--- config.mk ---
export PLATFORM = sky130hd
export DESIGN_NAME = ex_stage
export DESIGN_NICKNAME = d
export VERILOG_FILES = /design/src/rtl/ex_stage_pkg.sv /design/src/rtl/ex_stage_alu_core.sv /design/src/rtl/ex_stage.sv
export SDC_FILE = /design/constraint.sdc
export NUM_CORES = 1
export LEC_CHECK = 0
export ABC_AREA = 1
export CAP_MARGIN = 20
export CORE_ASPECT_RATIO = 0.9
export CORE_MARGIN = 2
export CORE_UTILIZATION = 50
export CTS_CLUSTER_DIAMETER = 120
export DETAILED_ROUTE_END_ITERATION = 10
export GPL_TIMING_DRIVEN = 0
export PLACE_DENSITY = 0.81
export SYNTH_ARGS = -nofsm -noshare
export SYNTH_HDL_FRONTEND = slang
export SYNTH_SLANG_ARGS = --single-unit
--- constraint.sdc ---
create_clock -name clk -period 0.8 [get_ports clk]
set_clock_uncertainty 0.15 [all_clocks]
set_input_delay 0.24 -clock clk [delete_from_list [all_inputs] [get_ports clk]]
set_output_delay 0.24 -clock clk [all_outputs]
set_load 0.03 [all_outputs]
--- src/rtl/ex_stage_pkg.sv ---
// Shared MIPS32 pipeline definitions used by the execute stage: ALUOp classes, R-type funct
// codes, the internal ALU control enum and the multiply FSM states.
package ex_stage_pkg;

  localparam logic [2:0] ALUOP_ADD   = 3'b000;
  localparam logic [2:0] ALUOP_SUB   = 3'b001;
  localparam logic [2:0] ALUOP_RTYPE = 3'b010;
  localparam logic [2:0] ALUOP_AND   = 3'b011;
  localparam logic [2:0] ALUOP_OR    = 3'b100;
  localparam logic [2:0] ALUOP_SLT   = 3'b101;
  localparam logic [2:0] ALUOP_LUI   = 3'b110;

  localparam logic [5:0] FUNCT_ADD  = 6'h20;
  localparam logic [5:0] FUNCT_SUB  = 6'h22;
  localparam logic [5:0] FUNCT_AND  = 6'h24;
  localparam logic [5:0] FUNCT_OR   = 6'h25;
  localparam logic [5:0] FUNCT_NOR  = 6'h27;
  localparam logic [5:0] FUNCT_SLT  = 6'h2A;
  localparam logic [5:0] FUNCT_MULT = 6'h18;

  typedef enum logic [3:0] {
    AluAdd,
    AluSub,
    AluAnd,
    AluOr,
    AluNor,
    AluSlt,
    AluLui
  } alu_ctrl_e;

  typedef enum logic [1:0] {
    MulIdle,
    MulBusy,
    MulDone
  } mul_state_e;

  function automatic alu_ctrl_e alu_decode(input logic [2:0] alu_op, input logic [5:0] funct);
    alu_ctrl_e ctrl;
    ctrl = AluAdd;
    case (alu_op)
      ALUOP_ADD: ctrl = AluAdd;
      ALUOP_SUB: ctrl = AluSub;
      ALUOP_RTYPE: begin
        case (funct)
          FUNCT_ADD:  ctrl = AluAdd;
          FUNCT_SUB:  ctrl = AluSub;
          FUNCT_AND:  ctrl = AluAnd;
          FUNCT_OR:   ctrl = AluOr;
          FUNCT_NOR:  ctrl = AluNor;
          FUNCT_SLT:  ctrl = AluSlt;
          // The multiplier result, when present, bypasses the ALU entirely.
          FUNCT_MULT: ctrl = AluAdd;
          default:    ctrl = AluAdd;
        endcase
      end
      ALUOP_AND: ctrl = AluAnd;
      ALUOP_OR:  ctrl = AluOr;
      ALUOP_SLT: ctrl = AluSlt;
      ALUOP_LUI: ctrl = AluLui;
      default:   ctrl = AluAdd;
    endcase
    return ctrl;
  endfunction

endpackage

--- src/rtl/ex_stage_alu_core.sv ---
// Combinational 32-bit ALU for the execute stage. zero_o always reflects a - b, independent of
// the selected operation, so branch resolution never depends on the ALU control.
module ex_stage_alu_core
  import ex_stage_pkg::*;
(
  input  logic [31:0] a_i,
  input  logic [31:0] b_i,
  input  logic [15:0] imm_i,
  input  logic [3:0]  ctrl_i,
  output logic [31:0] result_o,
  output logic        zero_o
);

  alu_ctrl_e   ctrl;
  logic [31:0] diff;

  assign ctrl   = alu_ctrl_e'(ctrl_i);
  assign diff   = a_i - b_i;
  assign zero_o = (diff == 32'd0);

  always_comb begin
    result_o = a_i + b_i;
    case (ctrl)
      AluAdd:  result_o = a_i + b_i;
      AluSub:  result_o = diff;
      AluAnd:  result_o = a_i & b_i;
      AluOr:   result_o = a_i | b_i;
      AluNor:  result_o = ~(a_i | b_i);
      AluSlt:  result_o = {31'd0, $signed(a_i) < $signed(b_i)};
      AluLui:  result_o = {imm_i, 16'h0000};
      default: result_o = a_i + b_i;
    endcase
  end

endmodule

--- src/rtl/ex_stage.sv ---
// MIPS32 execute stage: ALU, branch/jump resolution and the EX/MEM register.
// Define MULT_EN to add the iterative shift-add multiplier (R-type funct 0x18) with stall.
module ex_stage
  import ex_stage_pkg::*;
(
  input  logic        clk,
  input  logic        rst_n,
  input  logic        in_valid,
  input  logic [31:0] in_pc_plus4,
  input  logic [31:0] in_rs_data,
  input  logic [31:0] in_rt_data,
  input  logic [31:0] in_imm_ext,
  input  logic [31:0] in_jump_target,
  input  logic [4:0]  in_rt_addr,
  input  logic [4:0]  in_rd_addr,
  input  logic        in_reg_dst,
  input  logic        in_branch,
  input  logic        in_mem_read,
  input  logic        in_mem_write,
  input  logic        in_alu_src,
  input  logic        in_reg_write,
  input  logic        in_mem_to_reg,
  input  logic        in_jump,
  input  logic [2:0]  in_alu_op,
  output logic [31:0] out_alu_result,
  output logic [31:0] out_store_data,
  output logic [4:0]  out_dest,
  output logic        out_mem_read,
  output logic        out_mem_write,
  output logic        out_reg_write,
  output logic        out_mem_to_reg,
  output logic        out_redirect,
  output logic [31:0] out_pc_target,
  output logic        out_stall
);

  logic [31:0] op_b, alu_result, br_target;
  logic [4:0]  dest;
  logic [3:0]  alu_ctrl;
  logic        zero, br_taken, jump_taken, bubble;

  logic [31:0] alu_result_d, alu_result_q, store_data_d, store_data_q, pc_target_d, pc_target_q;
  logic [4:0]  dest_d, dest_q;
  logic        mem_read_d, mem_read_q, mem_write_d, mem_write_q;
  logic        reg_write_d, reg_write_q, mem_to_reg_d, mem_to_reg_q;
  logic        redirect_d, redirect_q;

  assign op_b       = in_alu_src ? in_imm_ext : in_rt_data;
  assign dest       = in_reg_dst ? in_rd_addr : in_rt_addr;
  assign alu_ctrl   = alu_decode(in_alu_op, in_imm_ext[5:0]);
  assign br_target  = in_pc_plus4 + (in_imm_ext << 2);
  assign jump_taken = in_valid & in_jump;
  assign br_taken   = in_valid & in_branch & zero;

  ex_stage_alu_core u_alu_core (
    .a_i      (in_rs_data),
    .b_i      (op_b),
    .imm_i    (in_imm_ext[15:0]),
    .ctrl_i   (alu_ctrl),
    .result_o (alu_result),
    .zero_o   (zero)
  );

`ifdef MULT_EN
  mul_state_e  state_d, state_q;
  logic [4:0]  cnt_d, cnt_q, mul_dest_d, mul_dest_q;
  logic [31:0] acc_d, acc_q, mcand_d, mcand_q, mplier_d, mplier_q;
  logic        mul_rw_d, mul_rw_q, is_mult;

  assign is_mult   = in_valid & (in_alu_op == ALUOP_RTYPE) & (in_imm_ext[5:0] == FUNCT_MULT);
  assign out_stall = (state_q != MulIdle);
`else
  assign out_stall = 1'b0;
`endif

  always_comb begin
    bubble       = ~in_valid;
    alu_result_d = alu_result;
    store_data_d = in_rt_data;
    dest_d       = dest;
    pc_target_d  = jump_taken ? in_jump_target : br_target;
    redirect_d   = jump_taken | br_taken;
    mem_read_d   = in_mem_read;
    mem_write_d  = in_mem_write;
    reg_write_d  = in_reg_write;
    mem_to_reg_d = in_mem_to_reg;
`ifdef MULT_EN
    state_d    = state_q;
    cnt_d      = cnt_q;
    acc_d      = acc_q;
    mcand_d    = mcand_q;
    mplier_d   = mplier_q;
    mul_dest_d = mul_dest_q;
    mul_rw_d   = mul_rw_q;
    unique case (state_q)
      MulIdle: begin
        if (is_mult) begin
          state_d    = MulBusy;
          cnt_d      = 5'd0;
          acc_d      = 32'd0;
          mcand_d    = in_rs_data;
          mplier_d   = in_rt_data;
          mul_dest_d = dest;
          mul_rw_d   = in_reg_write;
          bubble     = 1'b1;
        end
      end
      MulBusy: begin
        bubble   = 1'b1;
        acc_d    = mplier_q[0] ? acc_q + mcand_q : acc_q;
        mcand_d  = mcand_q << 1;
        mplier_d = mplier_q >> 1;
        cnt_d    = cnt_q + 5'd1;
        if (cnt_q == 5'd31) state_d = MulDone;
      end
      MulDone: begin
        state_d      = MulIdle;
        bubble       = 1'b0;
        alu_result_d = acc_q;
        dest_d       = mul_dest_q;
        reg_write_d  = mul_rw_q;
        mem_read_d   = 1'b0;
        mem_write_d  = 1'b0;
        mem_to_reg_d = 1'b0;
        redirect_d   = 1'b0;
      end
      default: state_d = MulIdle;
    endcase
`endif
    // Bubbles keep their data fields but must never write, access memory or redirect.
    if (bubble) begin
      mem_read_d   = 1'b0;
      mem_write_d  = 1'b0;
      reg_write_d  = 1'b0;
      mem_to_reg_d = 1'b0;
      redirect_d   = 1'b0;
    end
  end

  always_ff @(posedge clk or negedge rst_n) begin
    if (!rst_n) begin
      alu_result_q <= 32'd0;
      store_data_q <= 32'd0;
      pc_target_q  <= 32'd0;
      dest_q       <= 5'd0;
      mem_read_q   <= 1'b0;
      mem_write_q  <= 1'b0;
      reg_write_q  <= 1'b0;
      mem_to_reg_q <= 1'b0;
      redirect_q   <= 1'b0;
    end else begin
      alu_result_q <= alu_result_d;
      store_data_q <= store_data_d;
      pc_target_q  <= pc_target_d;
      dest_q       <= dest_d;
      mem_read_q   <= mem_read_d;
      mem_write_q  <= mem_write_d;
      reg_write_q  <= reg_write_d;
      mem_to_reg_q <= mem_to_reg_d;
      redirect_q   <= redirect_d;
    end
  end

`ifdef MULT_EN
  always_ff @(posedge clk or negedge rst_n) begin
    if (!rst_n) begin
      state_q    <= MulIdle;
      cnt_q      <= 5'd0;
      acc_q      <= 32'd0;
      mcand_q    <= 32'd0;
      mplier_q   <= 32'd0;
      mul_dest_q <= 5'd0;
      mul_rw_q   <= 1'b0;
    end else begin
      state_q    <= state_d;
      cnt_q      <= cnt_d;
      acc_q      <= acc_d;
      mcand_q    <= mcand_d;
      mplier_q   <= mplier_d;
      mul_dest_q <= mul_dest_d;
      mul_rw_q   <= mul_rw_d;
    end
  end
`endif

  assign out_alu_result = alu_result_q;
  assign out_store_data = store_data_q;
  assign out_pc_target  = pc_target_q;
  assign out_dest       = dest_q;
  assign out_mem_read   = mem_read_q;
  assign out_mem_write  = mem_write_q;
  assign out_reg_write  = reg_write_q;
  assign out_mem_to_reg = mem_to_reg_q;
  assign out_redirect   = redirect_q;

endmodule

==> metrics.csv, run 1 <==
stage;metric;value;unit
cts;clkSinkCount;106;
place;numPortBuffers;288;
yosys;syn_inst;1843;
sta;crit_endpoint;out_redirect$_DFF_PN0_/D;
yosys;synth.top_cell.area_share;22.6;%
yosys;ys_warn_count;0;
place;dp_hpwl;42.6;mm
global_routing;grt_max_degree;56;
floorplan;die_w;165;um
cts;h-tree-depth;3;
yosys;syn-cell-area;11700;um2
place;gp_congestion;1.06;
floorplan;row_count;53;
global_routing;grt_overflow;576;
yosys;ys_seq_elements;106;
yosys;yosysUniqueCellTypes;56;
yosys;avgSynthCellArea;6.36;um2
yosys;synthFlopType;dfrtp_1;
yosys;synthArstFlopShare;100;%
cts;clock_path_buffers;2;
global_routing;grtUsageTotal;91.6;%
outcome;status;stopped before the end;
yosys;synth_top_cell_by_area;dfrtp_1;
floorplan;start_util;50.5;%
floorplan;fp.dieH;149;um
outcome;error_line;[ERROR GRT-0232] Routing congestion too high. Check the congestion heatmap in the GUI.;
floorplan;num_io_pins;291;
cts;root_buffer;clkbuf_16;
outcome;stop_stage;global routing (5_1_grt);
yosys;synth_area_leaders;dfrtp_1, nand2_1, ha_1, inv_1, a21oi_1;
yosys;yosysSeqAreaShare;22.6;%
cts;cts_buffers;9;
yosys;synthesis.nets;2167;
sta;endpoint_type;register input;
yosys;synth_edf_count;0;
==> timing repair <==
action / in CTS
resized for setup: 1591
pin swaps: 216
endpoints found under the hold margin: 55
buffers inserted: 175
endpoints found under the setup margin: 234
cloned: 3
==> cells in the mapped netlist (all sizes together) (4+ instances only) <==
cell type,n
mux2,5
ha,137
buf,25
o211ai,7
o21bai,9
nor2,174
o21ai,117
clkbuf,13
a31oi,5
a21oi,132
nor3,20
xor2,16
o221ai,7
xnor2,12
nand3,115
o2111ai,13
nand2,543
inv,308
nand4,35
or2,12
dfrtp,106
a21o,4
==> logic make-up after synthesis <==
group	share of synthesized area, %
mux	0.481
fa+ha+maj	15.1
buf+inv	12.0
compound gates	14.7
flops	22.6
xor+xnor	2.09
simple gates	32.9
other cells	0.0320
==> metrics by stage <==
stage	hold slack (ns)	area, um2	instances	util (%)	worst slack (ns)
after floorplan	-0.206	12500	1843	-	-1.78
after detailed placement	0.173	15800	2434	68.2	-2.99
after CTS	-0.334	19800	2626	85.2	-1.71
after global placement	0.563	15800	2433	68.1	-5.03
==> metal layers <==
metal / GRT overflow / GRT usage [%]
met1: 30 / 88.3
met2: 327 / 104
met3: 26 / 81.9
met4: 189 / 95.9
met5: 4 / 61.6
==> inputs of run 2 (changes only) <==
- CORE_ASPECT_RATIO: 0.9 -> unset
- CORE_UTILIZATION: 50 -> 35
- CTS_CLUSTER_DIAMETER: 120 -> unset
- PLACE_DENSITY: 0.81 -> unset
- PLACE_DENSITY_LB_ADDON: unset -> 0.15
==> run 2 against run 1 <==
Net effect: the flow now finishes, with violations (negative hold slack, negative setup slack); area after synthesis did not move; synthesized cell count is the same.
==> metrics.csv, run 2 <==
stage;metric;value;unit;change
sta;finalMaxSlewViolations;0;;
finish;drive_gt1_share;45.7;%;
yosys;synth.top_cell.area_share;22.6;%;unchanged
finish;final_cell_area;20600;um2;
place;numPortBuffers;288;;unchanged
yosys;synth-simple-area-share;32.9;%;unchanged
finish;mostFrequentLayoutCells;nand2_1, inv_1, buf_6;;
floorplan;fp.dieH;187;um;+25%
detailed_routing;drt_iter0_markers;1122;;
detailed_routing;drt-pass1-iter-count;5;;
place;dp_slack;-2.89;ns;+0.0984 ns
worst_setup_path;crit_fanout;5;;
worst_setup_path;cp_slowest_stage_delay;0.41;ns;
yosys;syn_inst;1843;;unchanged
yosys;synthMuxAreaShare;0.481;%;unchanged
worst_setup_path;crit_chain;clkbuf_16, clkbuf_16, o21ai_4, inv_2, ha_4, fa_2, inv_2, nand2_1, nand3_4, nand2_4, nand3_4, nand3_1, nand3_1, nand2_2, nor2_1, nand2_1, nor2_4, nand3_2, nand2_1;;
place;gp_congestion;0.977;;-8.0%
floorplan;core;32800;um2;
cts;cts_tree;built;;
global_routing;antenna_found_initial;3;;
finish;fill_cells;2889;;
finish;area_delta_synth_final;75.8;%;
sta;setup_tns;-129.23;ns;
worst_setup_path;required;0.95;ns;
outcome;status;finished with violations;;
yosys;synth_area_leaders;dfrtp_1, nand2_1, ha_1, inv_1, a21oi_1;;
global_routing;grt_pass1_wl;83.3;mm;
sta;maxSlewHeadroom;50.9;%;
outcome;violations;negative hold slack, negative setup slack;;
finish;multi_input_area;10700;um2;
yosys;synthFlopType;dfrtp_1;;
yosys;syn-cell-area;11700;um2;unchanged
global_routing;grt_overflow;0;;
yosys;ys_seq_elements;106;;unchanged
worst_setup_path;cpMostUsedCell;nand2_1;;
yosys;yosysSeqAreaShare;22.6;%;unchanged
yosys;yosysUniqueCellTypes;56;;unchanged
cts;clkSinkCount;106;;unchanged
sta;setup_viol;172;;
min_path;hp-class;in -> async;;
yosys;synth.most_common_cell;nand2_1;;
sta;hold-worst-slack;-0.369;ns;
global_routing;use_met2;55.7;%;
sta;worstMarginPinSlew;0.737;ns;
yosys;synthArstFlopShare;100;%;unchanged
yosys;synth_top_cell_by_area;dfrtp_1;;
pwr;power_density;1440;nW/um2;
job;drv_cap;0;;
finish;fin_cells;2777;;
worst_setup_path;cp.depth;19;;
global_routing;grt_pass1_vias;14034;;
yosys;synth_adder_area_share;15.1;%;unchanged
detailed_routing;vias;14457;;
yosys;yosys.area_share.xor_xnor;2.09;%;unchanged
detailed_routing;drc;0;;
floorplan;die_area;34900;um2;
detailed_routing;via_per_inst;5.21;;
finish;nets;2653;;
place;dpl-instance-area;16000;um2;+1.1%
sta;finalHoldViolations;42;;
global_routing;use_met3;3.47;%;
worst_setup_path;arrival;2.73;ns;
worst_setup_path;path_buf_inv;4;;
yosys;synthesis.nets;2167;;unchanged
place;dpl.cell_count;2574;;+5.8%
floorplan;num_io_pins;291;;unchanged
detailed_routing;drt-total-wl;57.4;mm;
floorplan;start_util;35.7;%;-15 points
place;dp_hpwl;44.3;mm;+4.1%
cts;root_buffer;clkbuf_16;;
finish;seq_area;2780;um2;
worst_setup_path;worst-setup-path-type;in -> reg;;
cts;h-tree-depth;3;;unchanged
detailed_routing;wl_per_cell;20.7;um;
cts;cts_buffers;9;;unchanged
global_routing;grt_max_degree;70;;
global_routing;use_met1;39.7;%;
detailed_routing;ant_nets;0;;
pwr;leakagePower;9.79;nW;
floorplan;row_count;66;;+25%
sta;rsz0062_at_grt;yes;;
pwr;peakVddDrop;1.60;mV;
worst_setup_path;cp_top_family;simple AND/OR/NAND/NOR gates;;
finish;utilization;62.8;%;
finish;layout_commonest_cell;nand2_1;;
yosys;avgSynthCellArea;6.36;um2;unchanged
sta;setup_ws;-1.78;ns;
sta;min_period_over_period;322;%;
yosys;synth_edf_count;0;;unchanged
global_routing;grtUsageTotal;31.2;%;
sta;fmax;388;MHz;
yosys;ys_warn_count;0;;unchanged
global_routing;grt_most_used_layer;met2;;
yosys;synth_top_family_by_area;simple AND/OR/NAND/NOR gates;;
floorplan;die_w;187;um;+13%
sta;layout_min_cycle_time;2.58;ns;
worst_setup_path;critical-path-slowest-cell;fa_2;;
cts;clk_pin_slew;0.08;ns;
pwr;power;29.6;mW;
yosys;synth-compound-area-share;14.7;%;unchanged
worst_setup_path;endpoint_kind;flip-flop;;
yosys;yosys-top-cells-count;nand2_1, inv_1, nor2_1;;
cts;clock_path_buffers;2;;unchanged
worst_setup_path;cp-start-kind;primary input;;
## run 2: what timing repair did
item	in CTS	in global routing
resized for setup	1398	322
pin swaps	150	164
endpoints found under the setup margin	241	172
cloned	3	0
setup buffers	112	73
hold endpoints to repair	41	43
## run 2: cell type report
type                    count  area share [%]
clock inverters             7           0.468
inverters                 309            5.88
plain buffers              37            2.31
diodes                      1          0.0121
well taps                 442            2.69
clock buffers               9            1.09
flip-flops and latches    106            13.5
repair buffers            476            22.2
multi-input cells        1390            51.9
## run 2: path summary, 6_finish.rpt
path / from / endpoint / slack [ns]
setup / recovery: in_alu_src / out_redirect$_DFF_PN0_ / -1.78
hold / removal: rst_n / out_pc_target[30]$_DFF_PN0_ / -0.37
max in group asynchronous: rst_n / out_pc_target[2]$_DFF_PN0_ / 0.15
min in group clk: in_rt_data[14] / out_store_data[14]$_DFF_PN0_ / -0.08
## run 2: cells by family after synthesis
kind of cell / count (synthesis)
AOI/OAI and AO/OA: 305
xor gates and xnor gates: 28
adders and majority gates: 140
buffers and inverters: 347
DFF: 106
muxes: 5
other: 1
and+or+nand+nor: 911
## run 2: layer usage
layer | routed length [um] | vias up
li1 | - | 6877
met1 | 23600 | 6896
met2 | 28400 | 573
met3 | 3560 | 107
met4 | 1880 | 4
met5 | 22 | -
## run 2: report_power, final
part	internal [mW]	switching (mW)
Combinational	7.54	10.4
Clock	2.54	2.55
Sequential	6.23	0.354
Power figures use the tool's default switching activity.
==> inputs of run 3 (changes only) <==
- SKIP_CTS_REPAIR_TIMING: unset -> 1
- SYNTH_HIERARCHICAL: unset -> 1
==> run 3 against run 2 <==
Net effect: the run still ends with negative hold slack, negative setup slack left; hold slack worse by 0.025 ns; clock power is 1% lower; utilization up 0.19 points; fmax fell by 7.8%; sequential power up 1%; wire length rose by 1.2%; die area up 2.5%; critical endpoint unchanged.
==> metrics.csv, run 3 <==
stage;metric;value;unit;change
cts;clock_path_buffers;2;;unchanged
cts;clkSinkCount;106;;unchanged
global_routing;antenna_found_initial;2;;-1
sta;layout_min_cycle_time;2.79;ns;+0.218 ns
finish;nets;2640;;-0.49%
global_routing;grt_overflow;0;;unchanged
pwr;p_int;16.5;mW;+0.99%
worst_setup_path;cp-start-kind;primary input;;
worst_setup_path;cpMostUsedCell;nand2_2;;
sta;maxSlewHeadroom;59.8;%;+8.9 points
sta;rsz0062_at_grt;yes;;
worst_setup_path;crit_fanout;6;;+1
sta;finalMaxSlewViolations;0;;unchanged
min_path;hp-class;in -> async;;
worst_setup_path;required;0.97;ns;+0.02 ns
detailed_routing;ant_nets;0;;unchanged
detailed_routing;wl_per_cell;20.9;um;+1.0%
global_routing;grt_pass1_vias;13130;;-6.4%
finish;mostFrequentLayoutCells;nand2_1, inv_1, buf_6;;
worst_setup_path;arrival;2.96;ns;+0.23 ns
finish;drive_gt1_share;48.8;%;+3.2 points
yosys;syn-cell-area;12000;um2;+2.6%
sta;setup_viol;168;;-2.3%
global_routing;grt_pass1_wl;77.7;mm;-6.7%
finish;final_cell_area;21200;um2;+3.1%
worst_setup_path;critical-path-slowest-cell;fa_2;;
yosys;synth_edf_count;0;;unchanged
sta;finalHoldViolations;93;;+120%
global_routing;grtUsageTotal;28.9;%;-2.3 points
floorplan;start_util;35.6;%;-0.080 points
floorplan;fp.dieH;189;um;+1.2%
yosys;syn_inst;1882;;+2.1%
pwr;p_sw_share;45.3;%;+0.42 points
outcome;status;finished with violations;;
worst_setup_path;cp_slowest_stage_delay;0.39;ns;-0.02 ns
outcome;violations;negative hold slack, negative setup slack;;
pwr;power.switching;13.7;mW;+2.7%
floorplan;num_io_pins;291;;unchanged
sta;worstMarginPinSlew;0.601;ns;-0.136 ns
pwr;power_frac_seq;22.1;%;about the same
yosys;synth.top_cell.area_share;22.1;%;-0.57 points
worst_setup_path;path_buf_inv;4;;unchanged
detailed_routing;drt-pass1-iter-count;5;;unchanged
place;dp_hpwl;44.5;mm;+0.49%
finish;layout_commonest_cell;nand2_1;;
yosys;synthArstFlopShare;100;%;unchanged
finish;utilization;63.0;%;+0.19 points
yosys;synth_top_cell_by_area;dfrtp_1;;
place;numPortBuffers;288;;unchanged
detailed_routing;vias;14679;;+1.5%
place;dp_slack;-3.65;ns;-0.761 ns
worst_setup_path;endpoint_kind;flip-flop;;
global_routing;grt_max_degree;66;;-5.7%
pwr;comb_power_share;61.2;%;+0.6 points
pwr;p_clk_share;16.7;%;-0.5 points
pwr;power_density;1420;nW/um2;-1.3%
floorplan;die_w;189;um;+1.2%
cts;clk_pin_slew;0.09;ns;about the same
worst_setup_path;startpoint;in_alu_src;;
finish;area_delta_synth_final;76.8;%;
cts;root_buffer;clkbuf_16;;
sta;fmax;358;MHz;-7.8%
sta;min_period_over_period;349;%;+27 points
sta;setup_ws;-1.99;ns;-0.218 ns
cts;cts_buffers;9;;unchanged
yosys;yosysSeqAreaShare;22.1;%;-0.57 points
detailed_routing;via_per_inst;5.28;;+1.4%
detailed_routing;drc;0;;unchanged
worst_setup_path;crit_chain;buf_16, clkbuf_16, a21oi_4, ha_2, inv_2, fa_2, nand2_2, nand2_4, nand2_4, inv_1, nand2_2, nand3_4, nand2_2, nand2_1, nand2_1, nand2_2, nor2_2, nand3_2, nor2_4, nand2_2, nor2_4, nand3_2, nand2_1;;
yosys;synth.most_common_cell;nand2_1;;
yosys;avgSynthCellArea;6.38;um2;+0.44%
yosys;synthFlopType;dfrtp_1;;
yosys;synth_area_leaders;dfrtp_1, nand2_1, ha_1, inv_1, nand3_1;;
pwr;peakVddDrop;1.08;mV;-32%
floorplan;die_area;35800;um2;+2.5%
worst_setup_path;cp_top_family;simple AND/OR/NAND/NOR gates;;
detailed_routing;drt_iter0_markers;1190;;+6.1%
sta;hold-worst-slack;-0.394;ns;-0.0246 ns
place;gp_congestion;1.04;;+6.4%
cts;cts_tree;built;;
place;dpl-instance-area;16600;um2;+3.9%
yosys;ys_seq_elements;106;;unchanged
yosys;yosysUniqueCellTypes;55;;-1.8%
floorplan;core;33700;um2;+2.8%
cts;h-tree-depth;3;;unchanged
worst_setup_path;worst-setup-path-type;in -> reg;;
pwr;leakagePower;10.4;nW;+6.3%
yosys;ys_warn_count;6;;+6
yosys;yosys-top-cells-count;nand2_1, inv_1, nor2_1;;
floorplan;row_count;67;;+1.5%
job;drv_cap;0;;unchanged
detailed_routing;drt-total-wl;58.1;mm;+1.2%
run 3: changes by cell type after synthesis, sizes merged, moves of 7 or more:
cell	previous run	this run
a21oi	132	106
o21ai	117	86
inv	308	322
nand2	543	576
a221oi	1	25
o2111ai	13	3
mux2	5	34
nand4	35	21
ha	137	126
or2	12	5
nand3	115	140
o21bai	9	16
run 3: path summary, 6_finish.rpt:
check / cells past startpoint / end / slack [ns]
max: 23 / out_redirect$_DFF_PN0_ / -1.99
min: 1 / out_mem_to_reg$_DFF_PN0_ / -0.39
max in group asynchronous: 2 / out_alu_result[25]$_DFF_PN0_ / 0.19
min in group clk: 1 / out_store_data[1]$_DFF_PN0_ / -0.15
run 3: power by group through the flow:
stage                     registers (mW)  clock network [mW]  logic, mW
after CTS                           6.48                5.11       13.8
after floorplan                     8.23                   0       6.70
after global routing                6.71                5.28       19.5
final                               6.65                5.02       18.4
after global placement              6.61                   0       13.7
after detailed placement            6.59                   0       13.8
run 3: cell families after synthesis:
logic type,after synthesis,share of synthesized area [%]
other,1,0.0312
AO/OA/AOI/OAI,271,13.7
buffers and inverters,370,12.5
XOR/XNOR,27,1.97
adder cells (fa/ha/maj),129,13.6
flip-flops,106,22.1
AND/OR/NAND/NOR,944,33.0
multiplexers,34,3.19
run 3: layout make-up:
class / count / area, um2
diodes: 1 / 2.50
repair buffers: 432 / 4550
clock buffers: 9 / 225
clock inverters: 7 / 95.1
fillers: 2853 / 12500
well taps: 448 / 561
inverters: 325 / 1310
plain buffers: 44 / 518
flip-flops and latches: 106 / 2780
multi-input cells: 1409 / 11200
run 3: layer usage:
| layer | vias to the layer above | GRT usage (%) | part of all wire (%) |
|---|---|---|---|
| met5 | - | 0 | 0 |
| met3 | 149 | 2.76 | 6.7 |
| met4 | 0 | 8.59 | 4.3 |
| met1 | 6984 | 37.2 | 40 |
| met2 | 639 | 51.0 | 49 |
| li1 | 6907 | - | - |
run 3: through the flow:
stage	TNS [ns]	total power, mW	cells
floorplan	-72.95	14.9	1885
global placement	-778.58	20.3	2621
detailed placement	-241.81	20.4	2622
CTS	-226.43	25.4	2638
global route	-127.59	31.4	2781
finish	-121.56	30.1	2781
